[config.mk]
export PLATFORM = sky130hd
export DESIGN_NAME = mips150_lsu_flat
export DESIGN_NICKNAME = d
export VERILOG_FILES = /design/src/rtl/mips150_pkg.sv /design/src/rtl/mips150_lsu_if.sv /design/src/rtl/mips150_load_extract.sv /design/src/rtl/mips150_lsu.sv /design/src/flat_wrapper.sv
export SDC_FILE = /design/constraint.sdc
export NUM_CORES = 1
export LEC_CHECK = 0
export ABC_AREA = 1
export CORE_ASPECT_RATIO = 1.4
export CORE_UTILIZATION = 44
export DETAILED_ROUTE_END_ITERATION = 7
export PLACE_DENSITY = 0.82
export RECOVER_POWER = 50
export SLEW_MARGIN = 10
export SYNTH_ARGS = -nofsm -noshare
export SYNTH_HDL_FRONTEND = slang
export SYNTH_SLANG_ARGS = --single-unit
export TNS_END_PERCENT = 1
[constraint.sdc]
create_clock -name clk -period 4.1 [get_ports clk]
set_input_delay 0.41 -clock clk [delete_from_list [all_inputs] [get_ports clk]]
set_output_delay 0.41 -clock clk [all_outputs]
set_load 0.05 [all_outputs]
[src/rtl/mips150_pkg.sv]
// Shared MIPS150 encodings: load mask, store type, and LSU FSM states.
// Also provides helpers that classify an access by size.
package mips150_pkg;

    localparam logic [2:0] MASK_LB  = 3'b000;
    localparam logic [2:0] MASK_LH  = 3'b001;
    localparam logic [2:0] MASK_LW  = 3'b010;
    localparam logic [2:0] MASK_LBU = 3'b011;
    localparam logic [2:0] MASK_LHU = 3'b100;

    typedef enum logic [1:0] {
        MW_NONE = 2'b00,
        MW_SB   = 2'b01,
        MW_SH   = 2'b10,
        MW_SW   = 2'b11
    } mem_write_e;

    typedef logic [1:0] lsu_state_t;
    localparam lsu_state_t LSU_IDLE = 2'd0;
    localparam lsu_state_t LSU_REQ  = 2'd1;
    localparam lsu_state_t LSU_DONE = 2'd2;

    typedef enum logic [1:0] {
        SZ_BYTE,
        SZ_HALF,
        SZ_WORD
    } size_e;

    // Reserved mask codes fall through to word size, matching LW behaviour.
    function automatic size_e load_size(input logic [2:0] mask);
        case (mask)
            MASK_LB, MASK_LBU: return SZ_BYTE;
            MASK_LH, MASK_LHU: return SZ_HALF;
            default:           return SZ_WORD;
        endcase
    endfunction

    function automatic size_e store_size(input logic [1:0] mem_write);
        case (mem_write)
            MW_SB:   return SZ_BYTE;
            MW_SH:   return SZ_HALF;
            default: return SZ_WORD;
        endcase
    endfunction

endpackage

[src/rtl/mips150_lsu_if.sv]
// Data-memory req/ack port between the LSU (master) and memory (slave).
interface mips150_lsu_if #(parameter int ADDR_W = 32);
    logic              mem_req;
    logic [3:0]        mem_we;
    logic [ADDR_W-1:0] mem_addr;
    logic [31:0]       mem_wdata;
    logic              mem_ack;
    logic [31:0]       mem_rdata;

    modport master (output mem_req, mem_we, mem_addr, mem_wdata,
                    input  mem_ack, mem_rdata);
    modport slave  (input  mem_req, mem_we, mem_addr, mem_wdata,
                    output mem_ack, mem_rdata);
endinterface

[src/rtl/mips150_load_extract.sv]
// Big-endian lane extraction and sign/zero extension of a loaded word.
module mips150_load_extract
    import mips150_pkg::*;
(
    input  logic [2:0]  mask,
    input  logic [1:0]  offset,
    input  logic [31:0] rdata,
    output logic [31:0] data
);
    logic [7:0]  lane_byte;
    logic [15:0] lane_half;

    always_comb begin
        // NOTE: every always_comb output gets a value on every path, so no latch is inferred.
        case (offset)
            2'd0:    lane_byte = rdata[31:24];
            2'd1:    lane_byte = rdata[23:16];
            2'd2:    lane_byte = rdata[15:8];
            default: lane_byte = rdata[7:0];
        endcase
        lane_half = offset[1] ? rdata[15:0] : rdata[31:16];

        case (mask)
            MASK_LB:  data = {{24{lane_byte[7]}}, lane_byte};
            MASK_LH:  data = {{16{lane_half[15]}}, lane_half};
            MASK_LBU: data = {24'h0, lane_byte};
            MASK_LHU: data = {16'h0, lane_half};
            default:  data = rdata;
        endcase
    end
endmodule

[src/rtl/mips150_lsu.sv]
// MIPS150 MEM-stage load/store unit: one req/ack memory transaction per access.
// Optional LSU_MISALIGN_TRAP_EN flags misaligned half/word accesses instead of issuing them.
module mips150_lsu
    import mips150_pkg::*;
#(
    parameter int ADDR_W = 32
) (
    input  logic              clk,
    input  logic              rst,
    input  logic              valid_in,
    input  logic              mem_to_reg,
    input  logic [2:0]        mask,
    input  logic [1:0]        mem_write,
    input  logic [ADDR_W-1:0] addr,
    input  logic [31:0]       store_data,
    output logic              stall,
    output logic [31:0]       load_data,
    output logic              load_valid,
    output logic              misaligned,
    mips150_lsu_if.master     mem
);
    lsu_state_t  state;
    logic        is_store, access, trap;
    size_e       size;
    logic [3:0]  we_next;
    logic [31:0] wdata_next;
    logic        load_q;
    logic [2:0]  mask_q;
    logic [1:0]  off_q;
    logic [31:0] ext_data;

    always_comb begin
        is_store   = mem_write != MW_NONE;
        access     = valid_in && (is_store || mem_to_reg);
        size       = is_store ? store_size(mem_write) : load_size(mask);
`ifdef LSU_MISALIGN_TRAP_EN
        trap = access && ((size == SZ_HALF && addr[0]) ||
                          (size == SZ_WORD && addr[1:0] != 2'b00));
`else
        trap = 1'b0;
`endif
        we_next    = 4'b0000;
        wdata_next = store_data;
        if (is_store) begin
            case (size)
                SZ_BYTE: begin
                    we_next    = 4'b1000 >> addr[1:0];
                    wdata_next = {4{store_data[7:0]}};
                end
                SZ_HALF: begin
                    we_next    = addr[1] ? 4'b0011 : 4'b1100;
                    wdata_next = {2{store_data[15:0]}};
                end
                default: we_next = 4'b1111;
            endcase
        end
    end

    // Reset gates stall so an abandoned request releases the pipeline at once.
    assign stall       = ~rst & ((state == LSU_IDLE && access && !trap) || state == LSU_REQ);
    assign mem.mem_req = state == LSU_REQ;
    assign load_valid  = state == LSU_DONE && load_q;

    mips150_load_extract u_extract (
        .mask   (mask_q),
        .offset (off_q),
        .rdata  (mem.mem_rdata),
        .data   (ext_data)
    );

    // NOTE: sequential state uses non-blocking assignments so all registers update together.
    always_ff @(posedge clk or posedge rst) begin
        if (rst) begin
            state         <= LSU_IDLE;
            load_q        <= 1'b0;
            mask_q        <= '0;
            off_q         <= '0;
            mem.mem_we    <= '0;
            mem.mem_addr  <= '0;
            mem.mem_wdata <= '0;
            load_data     <= '0;
            misaligned    <= 1'b0;
        end else begin
            misaligned <= state == LSU_IDLE && trap;
            case (state)
                LSU_IDLE: begin
                    if (access && !trap) begin
                        state         <= LSU_REQ;
                        load_q        <= !is_store;
                        mask_q        <= mask;
                        off_q         <= addr[1:0];
                        mem.mem_we    <= we_next;
                        mem.mem_wdata <= wdata_next;
                        mem.mem_addr  <= {addr[ADDR_W-1:2], 2'b00};
                    end
                end
                LSU_REQ: begin
                    if (mem.mem_ack) begin
                        if (load_q)
                            load_data <= ext_data;
                        state <= LSU_DONE;
                    end
                end
                default: state <= LSU_IDLE;
            endcase
        end
    end
endmodule
[src/flat_wrapper.sv]
// flat-port wrapper written by rule: the top's interface ports become plain ports
module mips150_lsu_flat import mips150_pkg::*;
#(
    parameter int ADDR_W = 32
)
  (clk, rst, valid_in, mem_to_reg, mask, mem_write, addr, store_data, stall, load_data, load_valid, misaligned, mem_mem_req, mem_mem_we, mem_mem_addr, mem_mem_wdata, mem_mem_ack, mem_mem_rdata);
  mips150_lsu_if #(.ADDR_W(ADDR_W)) mem_i ();
  input  logic clk;
  input  logic rst;
  input  logic valid_in;
  input  logic mem_to_reg;
  input  logic [2:0] mask;
  input  logic [1:0] mem_write;
  input  logic [ADDR_W-1:0] addr;
  input  logic [31:0] store_data;
  output logic stall;
  output logic [31:0] load_data;
  output logic load_valid;
  output logic misaligned;
  output wire logic [$bits(mem_i.mem_req)-1:0] mem_mem_req;
  output wire logic [$bits(mem_i.mem_we)-1:0] mem_mem_we;
  output wire logic [$bits(mem_i.mem_addr)-1:0] mem_mem_addr;
  output wire logic [$bits(mem_i.mem_wdata)-1:0] mem_mem_wdata;
  input wire logic [$bits(mem_i.mem_ack)-1:0] mem_mem_ack;
  input wire logic [$bits(mem_i.mem_rdata)-1:0] mem_mem_rdata;
  assign mem_mem_req = mem_i.mem_req;
  assign mem_mem_we = mem_i.mem_we;
  assign mem_mem_addr = mem_i.mem_addr;
  assign mem_mem_wdata = mem_i.mem_wdata;
  assign mem_i.mem_ack = mem_mem_ack;
  assign mem_i.mem_rdata = mem_mem_rdata;
  mips150_lsu #(.ADDR_W(ADDR_W)) u_core (.clk(clk), .rst(rst), .valid_in(valid_in), .mem_to_reg(mem_to_reg), .mask(mask), .mem_write(mem_write), .addr(addr), .store_data(store_data), .stall(stall), .load_data(load_data), .load_valid(load_valid), .misaligned(misaligned), .mem(mem_i));
endmodule
==> reports/metrics.yaml, run 1 <==
status:
  status: "complete, but fails checks"
  violations: "max-capacitance violations, max-slew violations"
cts:
  cts_root_buf: "clkbuf_16"
  cts_tree: "built"
  post_cts_buffers: 0
  clk_pin_slew_ns: 0.07
  clock_latency_ns: 0.35
  cts_resized: 0
  cts_htree_levels: 3
  cts_buffers: 9
  ctsHoldBuffers: 0
  clockBufferDepth: 2
  clock-sinks: 106
yosys:
  yosys.area_share.simple_pct: 23.9
  post-synth-top-count-cell: "nand2_1"
  ys_top_cells_by_area: "dfrtp_1 51%, nand2_1 14%, o21ai_0 5.5%"
  synthTopCellsByCount: "194 x nand2_1, 106 x dfrtp_1, 70 x inv_1"
  synth_top_family_by_area: "simple AND/OR/NAND/NOR gates"
  synthDominantCellAreaShare_pct: 50.5
  yosysUniqueCellTypes: 30
  ys.flop_type: "dfrtp_1"
  synth_top_cell_by_area: "dfrtp_1"
  synth_xor_area_share_pct: 0
  syn_avg_cell_area_um2: 8.02
  yosysSeqAreaShare_pct: 50.5
  synthesis.area_um2: 5250
  synth_edf_count: 0
  synth_adder_area_share_pct: 0.477
  synthMuxAreaShare_pct: 0
  synth_compound_area_share_pct: 15.1
  ys.warnings.count: 0
  synth-async-reset-ratio_pct: 100
  synthCells: 654
  ys_ff_latch: 106
floorplanning:
  core_um2: 11500
  fp.dieH_um: 131
  initial_core_util_pct: 45.8
  die-area_um2: 12400
  ios: 210
  rows: 46
  die_w_um: 94.3
layout:
  syn_to_final_growth_pct: 44.9
  postLayoutCellArea_um2: 7600
  layout-drive-gt1-share_pct: 5.19
  finalNetCount: 950
  insertedDiodeCount: 0
  fillers: 932
worst_setup_path:
  r2r_start: "u_core.state[1]$_DFFE_PP0P_"
  r2r-end: "u_core.load_data[26]$_DFFE_PP0P_"
  critical_path_arrival_ns: 3.24
  path_class: "input pin to register"
  critPathCaptureType: "register"
  cp.required_ns: 4.35
  reg2reg_depth: 8
  ff2ff_setup_slack_ns: 1.65
  start_kind: "input pin"
  critPathMaxFanout: 60
route:
  wirelength_um: 15100
  antenna_left: 0
  post_drt_wl_per_cell_um: 15.3
  drt-pass1-iter-count: 4
  vias: 5074
  drc: 0
  drt_iter0_markers: 237
  vias_per_cell: 5.12
timing:
  maxSlewHeadroom_pct: -23.6
  setup_viol: 0
  finalWorstSetupSlack_ns: 1.12
  fin_tns_setup_ns: 0
  rsz0062_at_grt: "false"
  hold_violations: 0
  slew_violations: 43
  tightestPinTransition_ns: 1.84
  skew_ns: 0.00689
  max_freq_mhz: 335
  min_period_over_period_pct: 72.7
  min_period_ns: 2.98
grt:
  grt_pass1_wl_um: 24300
  grt_use_met2_pct: 43.4
  antenna_found_initial: 0
  globalRouteMet3Util_pct: 7.70
  gr-total-overflow: 0
  grt_pass1_vias: 5034
  top_usage_layer: "met2"
  track_usage_pct: 25.2
  grt_max_degree: 71
  use_met1_pct: 27.9
power_and_ir_drop:
  p_leak_nw: 3.64
  power_density_nw_per_um2: 825
  vdd_drop_max_mv: 0.478
job:
  cap_violations: 1
min_path:
  min_from: "u_core.mem.mem_wdata[6]$_DFFE_PP0P_"
  hold_depth: 2
  min_to: "u_core.mem.mem_wdata[6]$_DFFE_PP0P_"
  hold_path.class: "register to register"
place:
  dp_hpwl_um: 11300
  placed_area_um2: 7290
  dpl_worst_slack_ns: 0.962
  port_buffers: 206
  gp_congestion: 0.912
[metrics by stage]
| stage | hold WS (ns) | total power [mW] | util [%] | cells |
|---|---|---|---|---|
| 6_report | 0.475 | 6.28 | 66.4 | 991 |
| 2_1_floorplan | 0.469 | 4.20 | - | 656 |
| 5_1_grt | 0.496 | 6.61 | 66.4 | 991 |
| 3_5_place_dp | 0.467 | 5.43 | 63.7 | 975 |
| 4_1_cts | 0.486 | 6.40 | 66.5 | 991 |
| 3_3_place_gp | 0.463 | 5.36 | 63.7 | 975 |
[flip-flops by register name, indices dropped and copies added, names as in the netlist]
signal and count:
u_core.mem.mem_addr 30, u_core.off_q 2, u_core.mem.mem_wdata 32, u_core.load_q 1
u_core.mem.mem_we 4, u_core.load_data 32, u_core.state 2, u_core.mask_q 3
[layout by cell type (no fill, tap or decap), types with 6 or more instances in the layout]
cell type / instances
nand2_1: 194
clkdlybuf4s50_1: 156
dfrtp_1: 106
inv_1: 69
o21ai_0: 58
dlygate4sd3_1: 49
a21oi_1: 45
nor2_1: 38
nand3_1: 18
o22ai_1: 16
o21ai_1: 13
nand4_1: 11
or2_2: 11
clkbuf_16: 9
o211ai_1: 8
a21boi_1: 6
[cell type report]
cell class                      count  area, um2  share of cell area, %
Multi-Input combinational cell    443       2070                   27.2
Timing Repair Buffer              210       2100                   27.6
Inverter                           72        272                   3.57
Sequential cell                   106       2650                   34.9
Tap cell                          144        180                   2.37
Clock buffer                       10        239                   3.14
Clock inverter                      6       90.1                   1.18
[worst max path at each step]
stage / startpoint / endpoint / slack [ns] / cells past startpoint
after global routing: mem_write[0] / u_core.mem.mem_wdata[22]$_DFFE_PP0P_ / 0.82 / 9
after CTS: mem_write[0] / u_core.mem.mem_wdata[22]$_DFFE_PP0P_ / 1.35 / 9
after detailed placement: mem_write[0] / u_core.mem.mem_wdata[22]$_DFFE_PP0P_ / 0.96 / 9
after global placement: mem_write[0] / u_core.mem.mem_wdata[19]$_DFFE_PP0P_ / 1.22 / 9
after floorplan: rst / u_core.load_data[0]$_DFFE_PP0P_ / 0.90 / 1
final: mem_write[0] / u_core.mem.mem_wdata[22]$_DFFE_PP0P_ / 1.12 / 9
[worst max-delay path, stage by stage]
cell	delay (ns)
clkdlybuf4s50_1	0.46
inv_1	0.06
ha_1	0.26
inv_2	0.21
or2_1	0.14
nand3_1	0.36
inv_2	0.82
o21ai_0	0.25
o21ai_0	0.24
[cell families (layout without fill, tap and decap cells)]
logic type,Yosys count,count (layout)
simple gates,291,291
flops,106,106
compound gates,147,147
other cells,1,3
fa+ha+maj,2,2
buf+inv,107,298
[layer usage]
metal	wire length (um)	share of wire (%)	up-vias
met4	514	3.4	0
met3	1490	9.8	35
li1	-	-	2468
met1	5630	37	2334
met5	0	0	-
met2	7510	50	237
[report_power, final]
group	total, mW	internal [mW]	switching [mW]
registers	1.75	1.49	0.263
clock network	0.949	0.553	0.396
logic	3.58	1.11	2.47
total	6.28	3.15	3.13
Power figures use the tool's default switching activity.
==> run 2, diff against run 1 <==
- clock period: 4.1 -> 2.8 ns (I/O delays scaled with it)
==> run 2 against run 1 <==
Effect of this change:
- the flow still finishes with violations (max-capacitance violations, max-slew violations)
- flip-flop and latch count stayed put
- worst hold slack worse by 0.011 ns
- sequential share of layout area is 0.19 points lower
- clock power is 36% higher
- routed wire length is 3.4% higher
- non-clock buffer count is 8 higher
- utilization is 0.37 points higher
- combinational power is 48% higher
- critical endpoint is now stall
==> reports/metrics.yaml, run 2 (same netlist as run 1, synthesis figures left out) <==
cts:
  cts_root_buf: "clkbuf_16"
  post_cts_buffers: 0  # unchanged
  cts_tree: "built"
  cts_buffers: 9  # unchanged
  clk_pin_slew_ns: 0.07  # about the same
  clock_latency_ns: 0.35  # about the same
  ctsHoldBuffers: 0  # unchanged
  clock-sinks: 106  # unchanged
  cts_resized: 0  # unchanged
  clockBufferDepth: 2  # unchanged
  cts_htree_levels: 3  # unchanged
route:
  vias: 5258  # +3.6%
  antenna_left: 0  # unchanged
  vias_per_cell: 5.26  # +2.8%
  wirelength_um: 15700  # +3.4%
  drt_iter0_markers: 264  # +11%
  post_drt_wl_per_cell_um: 15.7  # +2.6%
  drc: 0  # unchanged
  drt-pass1-iter-count: 5  # +1
floorplanning:
  core_um2: 11500  # unchanged
  fp.dieH_um: 131  # unchanged
  initial_core_util_pct: 45.8  # unchanged
  rows: 46  # unchanged
  ios: 210  # unchanged
  die-area_um2: 12400  # unchanged
  die_w_um: 94.3  # unchanged
grt:
  grt_pass1_wl_um: 25500  # +5.0%
  track_usage_pct: 26.3  # +1.1 points
  gr-total-overflow: 0  # unchanged
  grt_max_degree: 68  # -4.2%
  grt_pass1_vias: 5262  # +4.5%
  antenna_found_initial: 0  # unchanged
layout:
  reg.largest.list: "u_core.load_data: 32 flops, u_core.mem.mem_wdata: 32 flops, u_core.mem.mem_addr: 30 flops"
  postLayoutCoreUtil_pct: 66.8  # +0.37 points
  layout-drive-gt1-share_pct: 5.73  # +0.54 points
  syn_to_final_growth_pct: 45.7
  finalNetCount: 958  # +0.84%
  insertedDiodeCount: 0  # unchanged
  final_cell_mix: "194 x nand2_1, 163 x clkdlybuf4s50_1, 106 x dfrtp_1"
  layout_commonest_cell: "nand2_1"
  fin_cells: 999  # +0.81%
worst_setup_path:
  path_class: "input pin to primary output"
  cp.required_ns: 2.52  # -1.83 ns
  ff2ff_setup_slack_ns: 0.83  # -0.82 ns
  start_kind: "input pin"
  critPathCaptureType: "primary output"
  critical_path_arrival_ns: 2.15  # -1.09 ns
  critPathMaxFanout: 15  # -75%
timing:
  min_period_ns: 2.43
  slew_violations: 36  # -16%
  fin_tns_setup_ns: 0  # unchanged
  rsz0062_at_grt: "false"
  setup_viol: 0  # unchanged
  min_period_over_period_pct: 86.7
  max_freq_mhz: 412
  skew_ns: 0.00813  # +0.00123 ns
  maxSlewHeadroom_pct: -5.26  # +18 points
  finalWorstSetupSlack_ns: 0.371  # -0.746 ns
  tightestPinTransition_ns: 1.57  # -0.273 ns
  hold_violations: 0  # unchanged
power_and_ir_drop:
  power.internal_mw: 4.57  # +45%
  swShare_pct: 50.1  # +0.32 points
  p_leak_nw: 3.66  # +0.57%
  p_clk_share_pct: 14.0  # -1.1 points
  p_switching_mw: 4.59  # +47%
  seq_power_share_pct: 27.9  # about the same
  vdd_drop_max_mv: 0.613  # +28%
  pwr-share-comb_pct: 58.0  # +1.0 points
  power_density_nw_per_um2: 1200  # +45%
place:
  dp_hpwl_um: 11600  # +2.3%
  gp_congestion: 0.863  # -5.4%
  port_buffers: 206  # unchanged
  dpl_worst_slack_ns: 0.430  # -0.532 ns
  dpl.cell_count: 983  # +0.82%
job:
  cap_violations: 1  # unchanged
status:
  status: "complete, but fails checks"
  violations: "max-capacitance violations, max-slew violations"
min_path:
  hold_path.class: "input pin to register"
run 2: cell type report:
type,count,area [um2]
Multi-Input combinational cell,443,2070
Sequential cell,106,2650
Fill cell,931,3810
Clock buffer,10,239
Clock inverter,6,65.1
Tap cell,144,180
Inverter,72,272
Timing Repair Buffer,218,2170
run 2: stage by stage:
| step | area [um2] | total power, mW | hold WS (ns) |
|---|---|---|---|
| 6_report | 7650 | 9.15 | 0.464 |
| 5_1_grt | 7650 | 9.64 | 0.468 |
| 4_1_cts | 7680 | 9.31 | 0.455 |
| 3_5_place_dp | 7380 | 7.98 | 0.465 |
| 3_3_place_gp | 7380 | 7.88 | 0.462 |
| 2_1_floorplan | 5260 | 6.15 | 0.389 |
run 2: path summary, 6_finish.rpt:
| check | from | to | cells past startpoint |
|---|---|---|---|
| max in group asynchronous | rst | u_core.load_data[1]$_DFFE_PP0P_ | 3 |
| min | addr[8] | u_core.mem.mem_addr[8]$_DFFE_PP0P_ | 3 |
| min reg2reg | u_core.mem.mem_addr[13]$_DFFE_PP0P_ | u_core.mem.mem_addr[13]$_DFFE_PP0P_ | 2 |
| min in group asynchronous | rst | u_core.load_q$_DFFE_PP0P_ | 2 |
| max reg2reg | u_core.state[1]$_DFFE_PP0P_ | u_core.load_data[29]$_DFFE_PP0P_ | 9 |
| max | mem_write[0] | stall | 9 |
run 2: metal layers:
metal | track usage [%] | wire, um | vias to the layer above
met5 | 0 | 0 | -
met4 | 10.2 | 423 | 0
met3 | 7.99 | 1520 | 35
met2 | 45.7 | 7980 | 264
met1 | 29.6 | 5750 | 2470
li1 | - | - | 2489
run 2: power groups by stage:
stage | clock [mW] | sequential [mW] | combinational, mW
after floorplan | 0 | 4.68 | 1.47
after global placement | 0 | 2.57 | 5.31
after detailed placement | 0 | 2.59 | 5.40
after CTS | 1.32 | 2.57 | 5.42
after global routing | 1.37 | 2.64 | 5.63
final | 1.29 | 2.56 | 5.31
run 2: worst max-delay path: stages:
cell and delay [ns]:
dlygate4sd3_1 0.54, inv_1 0.07, ha_1 0.24, inv_1 0.09, or2_1 0.11, nand3_1 0.16, buf_4 0.25, a21oi_1 0.23
buf_12 0.17
==> run 3, diff against run 2 <==
- SETUP_SLACK_MARGIN: unset -> 0.2
==> results of run 3 <==
No change in the layout: final DEF, timing and power equal those of run 2.
